--- config.mk ---
export PLATFORM = sky130hd
export DESIGN_NAME = serial_adder
export DESIGN_NICKNAME = d
export VERILOG_FILES = /design/src/rtl/serial_adder_pkg.sv /design/src/rtl/serial_adder_full_adder.sv /design/src/rtl/serial_adder.sv
export SDC_FILE = /design/constraint.sdc
export NUM_CORES = 1
export LEC_CHECK = 0
export ABC_AREA = 1
export BUFFER_PORTS_ARGS = -buffer_cell sky130_fd_sc_hd__buf_4
export CAP_MARGIN = 10
export CORE_MARGIN = 5
export CORE_UTILIZATION = 40
export DETAILED_ROUTE_END_ITERATION = 8
export PLACE_DENSITY = 0.63
export SYNTH_ARGS = -nofsm -noshare
export SYNTH_HDL_FRONTEND = slang
export SYNTH_SLANG_ARGS = --single-unit
--- constraint.sdc ---
create_clock -name clk -period 1.7 [get_ports clk]
set_input_delay 0.255 -clock clk [delete_from_list [all_inputs] [get_ports clk]]
set_output_delay 0.255 -clock clk [all_outputs]
set_load 0.03 [all_outputs]
--- src/rtl/serial_adder_pkg.sv ---
// ---------------------------------------------------------------------------
// serial_adder_pkg
//   Shared definitions for the bit-serial adder: the FSM state type and its
//   encodings. Only S_IDLE, S_RUN and S_DONE are legal; the FSM treats any
//   other value as a corrupted state and returns to S_IDLE.
// ---------------------------------------------------------------------------
package serial_adder_pkg;

    typedef logic [1:0] state_t;

    localparam state_t S_IDLE = 2'd0;
    localparam state_t S_RUN  = 2'd1;
    localparam state_t S_DONE = 2'd2;

endpackage

--- src/rtl/serial_adder_full_adder.sv ---
// ---------------------------------------------------------------------------
// full_adder
//   Single-bit full adder cell: {Cout, S} = A + B + Cin, built from gates.
// Ports
//   S     out  sum bit
//   Cout  out  carry-out bit
//   A     in   operand bit A
//   B     in   operand bit B
//   Cin   in   carry-in bit
// ---------------------------------------------------------------------------
module full_adder (
    output logic S,
    output logic Cout,
    input  logic A,
    input  logic B,
    input  logic Cin
);

    logic half_sum;

    assign half_sum = A ^ B;
    assign S        = half_sum ^ Cin;
    assign Cout     = (A & B) | (Cin & half_sum);

endmodule

--- src/rtl/serial_adder.sv ---
// ---------------------------------------------------------------------------
// serial_adder
//   Bit-serial WIDTH-bit adder. On an accepted start the operands and carry-in
//   are captured; one bit pair per clock (LSB first) is then fed through a
//   single full_adder cell with the carry held in a flip-flop. After WIDTH
//   RUN cycles the result is registered and done pulses for one cycle.
//
//   Handshake: start is a request sampled only in IDLE; a, b and cin are
//   captured on the same edge. busy is high in RUN and DONE and start is
//   ignored while it is high. done is high for exactly one cycle and sum/cout
//   are valid in that cycle and hold until the next done (0 after reset).
//
// Ports
//   clk    in   clock, rising edge
//   rst    in   synchronous active-high reset
//   start  in   operation request
//   a      in   operand A (WIDTH)
//   b      in   operand B (WIDTH)
//   cin    in   carry-in
//   busy   out  operation in flight (RUN or DONE)
//   done   out  one-cycle completion pulse
//   sum    out  registered sum (WIDTH)
//   cout   out  registered carry-out
// ---------------------------------------------------------------------------
module serial_adder
    import serial_adder_pkg::*;
#(
    parameter int WIDTH = 8
) (
    input  logic             clk,
    input  logic             rst,
    input  logic             start,
    input  logic [WIDTH-1:0] a,
    input  logic [WIDTH-1:0] b,
    input  logic             cin,
    output logic             busy,
    output logic             done,
    output logic [WIDTH-1:0] sum,
    output logic             cout
);

    // Wide enough to hold WIDTH-1 for any WIDTH >= 1.
    localparam int CW = $clog2(WIDTH + 1);

    state_t           state;
    state_t           state_next;
    logic [WIDTH-1:0] a_sr;
    logic [WIDTH-1:0] b_sr;
    logic [WIDTH-1:0] s_sr;
    logic [WIDTH-1:0] s_shift;
    logic             carry;
    logic [CW-1:0]    cnt;
    logic             fa_s;
    logic             fa_c;
    logic             last;

    full_adder u_full_adder (
        .S    (fa_s),
        .Cout (fa_c),
        .A    (a_sr[0]),
        .B    (b_sr[0]),
        .Cin  (carry)
    );

    assign last = (cnt == CW'(WIDTH - 1));

    // New sum bit enters at the MSB; after WIDTH shifts the LSB-first stream
    // sits in natural bit order. Written this way so WIDTH == 1 needs no
    // special-case slice.
    always_comb begin
        s_shift            = s_sr >> 1;
        s_shift[WIDTH-1]   = fa_s;
    end

    // FSM next state and state-decoded outputs.
    always_comb begin
        state_next = S_IDLE;
        busy       = 1'b0;
        done       = 1'b0;
        case (state)
            S_IDLE: begin
                state_next = start ? S_RUN : S_IDLE;
            end
            S_RUN: begin
                busy       = 1'b1;
                state_next = last ? S_DONE : S_RUN;
            end
            S_DONE: begin
                busy       = 1'b1;
                done       = 1'b1;
                state_next = S_IDLE;
            end
            default: begin
                state_next = S_IDLE;
            end
        endcase
    end

    always_ff @(posedge clk) begin
        if (rst) begin
            state <= S_IDLE;
        end else begin
            state <= state_next;
        end
    end

    // Datapath: operand capture, serial shifting, carry and result registers.
    always_ff @(posedge clk) begin
        if (rst) begin
            a_sr  <= '0;
            b_sr  <= '0;
            s_sr  <= '0;
            carry <= 1'b0;
            cnt   <= '0;
            sum   <= '0;
            cout  <= 1'b0;
        end else begin
            case (state)
                S_IDLE: begin
                    if (start) begin
                        a_sr  <= a;
                        b_sr  <= b;
                        carry <= cin;
                        cnt   <= '0;
                    end
                end
                S_RUN: begin
                    a_sr  <= a_sr >> 1;
                    b_sr  <= b_sr >> 1;
                    s_sr  <= s_shift;
                    carry <= fa_c;
                    cnt   <= cnt + CW'(1);
                    if (last) begin
                        sum  <= s_shift;
                        cout <= fa_c;
                    end
                end
                default: begin
                end
            endcase
        end
    end

endmodule
==> qor.yml <==
crit_fanout: 28
dr_wl_met3_um: 186
pre_cts_ws_ps: 197
clk_path_buf_depth: 2
area_growth_pct: 19.9
synthCells: 243
postCtsHoldBufs: 0
antenna_found_initial: 0
start_util_pct: 41.4
worstMarginPinSlew_ps: 270
cts_resized: 0
nets: 295
cts_tree: "done"
port_buffers: 30
crit_slowest_cell: "dfxtp_1"
cp-end-kind: "flop"
startpoint_type: "flop"
rows: 24
maxCapViolCount: 0
clk-insertion-delay-late_ps: 290
cts-root-buf: "clkbuf_8"
synth_enable_flop_cells: 0
cellLeakagePower_nw: 1.02
swShare_pct: 24.9
worstPathRequired_ps: 1890
max_freq_mhz: 659
syn_area_um2: 1800
drc: 0
path_clk_slew_ps: 80
path_class: "flop to flop"
numCtsBuffers: 5
fp.dieW_um: 77.2
crit_family: "simple AND/OR/NAND/NOR gates"
synth.most_common_cell: "nand2_1"
dp_cells: 315
dpl_cell_area_um2: 2030
antenna_left: 0
dp_hpwl_um: 2300
power.density_nw_per_um2: 1030
yosysWarningCount: 0
setup_viol: 0
die_h_um: 77.2
grt_pass1_wl_um: 6110
fin_crit_sh_pct: 89.2
synthesis.area_per_instance_um2: 7.42
clock_skew_ps: 5.36
drt-initial-drc-count: 116
crit_chain: "inv_1 > ha_1 > buf_12 > nand2_8 > nand2_4 > inv_4 > nor2_1 > nor2_1"
grt_max_degree: 29
seq_power_share_pct: 45.1
htreeDepth: 2
wl_um: 3500
cts_setup_buffers: 0
switchingPower_mw: 0.556
dieArea_um2: 5950
critPathBufInv: 3
combPwrFrac_pct: 13.6
synth-async-reset-ratio_pct: 0
synth_nets: 268
clkSinkCount: 39
ys_top_cells_by_area: "dfxtp_1 43%, nand2_1 14%, nor2_1 7.7%"
core-area_um2: 4350
critPathMaxStageDelay_ps: 320
highest_layer: "met4"
diodes: 0
first_pass_iters: 4
fin_area_um2: 2160
fin_util_pct: 49.7
io_pins: 31
final_cells: 323
cpMostUsedCell: "nor2_1"
wire_per_inst_um: 10.8
vias: 1515
wl_met2_um: 1530
wl_met1_um: 1730
track_usage_pct: 12.5
hold_path_class: "primary input to flop"
vdd_drop_max_v: 0.000572
setup_slack_ps: 183
viasPerCell: 4.69
max-slew-margin-rel_pct: 82.0
gp_congestion: 0.779
yosysSeqAreaShare_pct: 43.3
yosys-top-cells-count: "67 x nand2_1, 39 x dfxtp_1, 37 x nor2_1, 21 x nand3_1, 16 x o21ai_1"
synth_top_area_share_pct: 43.3
outcome: "completed"
drive_gt1_share_pct: 22.9
grt_pass1_vias: 1433
ys_types: 24
p_int_mw: 1.68
power_frac_clock_pct: 41.4
ys_ff_latch: 39
setup-tns-final_ps: 0
yosysTopAreaCell: "dfxtp_1"
critical_path_arrival_ps: 1700
rsz0062_at_grt: "no"
fin_crit_ps: 1520
synth_ff_type: "dfxtp_1"
slew_viol_final: 0
grt_overflow: 0
finalHoldViolCount: 0
-- kinds of logic (layout without fill, tap and decap cells) --
family | after synthesis | count (layout) | share of synthesized area, %
AND/OR/NAND/NOR | 144 | 144 | 35.4
flip-flops | 39 | 39 | 43.3
AO/OA/AOI/OAI | 30 | 30 | 8.46
buffers and inverters | 25 | 53 | 8.95
adder cells (fa/ha/maj) | 5 | 5 | 3.88
-- power by group through the flow --
stage | clock network (mW) | logic [mW] | registers [mW]
detailed placement | 0 | 0.304 | 1.03
finish | 0.925 | 0.303 | 1.01
global placement | 0 | 0.302 | 1.03
CTS | 0.946 | 0.307 | 1.01
global route | 0.978 | 0.351 | 1.02
floorplan | 0 | 0.249 | 1.02
-- cell type report --
class | instances | area (um2)
repair buffers | 32 | 265
fillers | 434 | 2190
flip-flops and latches | 39 | 781
well taps | 52 | 65.1
inverters | 13 | 53.8
clock buffers | 5 | 68.8
multi-input cells | 179 | 862
clock inverters | 3 | 67.6
-- per-layer routing --
metal / global-route usage [%] / vias to the layer above
li1: - / 817
met5: 0 / -
met3: 4.33 / 6
met4: 4.98 / 0
met1: 15.7 / 662
met2: 19.4 / 30
-- per-stage QoR --
stage | hold WS (ps) | power [mW]
2_1_floorplan | 324 | 1.27
3_3_place_gp | 440 | 1.33
3_5_place_dp | 445 | 1.33
4_1_cts | 176 | 2.26
5_1_grt | 190 | 2.35
6_report | 186 | 2.24
-- worst paths after layout --
check | start | end | slack (ps) | cells after the start
max | state[1] | b_sr[3] | 180 | 8
min | rst | s_sr[7] | 190 | 2
max reg2reg | state[1] | b_sr[3] | 180 | 8
min reg2reg | s_sr[1] | s_sr[1] | 460 | 2
-- sequential cells by signal (all words and copies together) (netlist names) --
signal and flops:
b_sr 8, state 2, carry 1, a_sr 8, s_sr 7, sum 8
cnt 4, cout 1
-- layout by cell type (no fill, tap or decap) --
cell type,n
nand2_1,67
dfxtp_1,39
nor2_1,37
buf_4,30
nand3_1,21
o21ai_1,16
nor2_2,13
inv_1,9
a21oi_1,7
o21ai_0,6
clkbuf_8,5
ha_1,4
inv_4,2
inv_2,2
nand2_2,2
bufinv_16,2
buf_12,2
nor2_4,1
nand2_8,1
nand2_4,1
a22oi_1,1
nand3b_1,1
fa_1,1
clkinvlp_4,1
No activity file was read; power rests on OpenSTA's default activity.
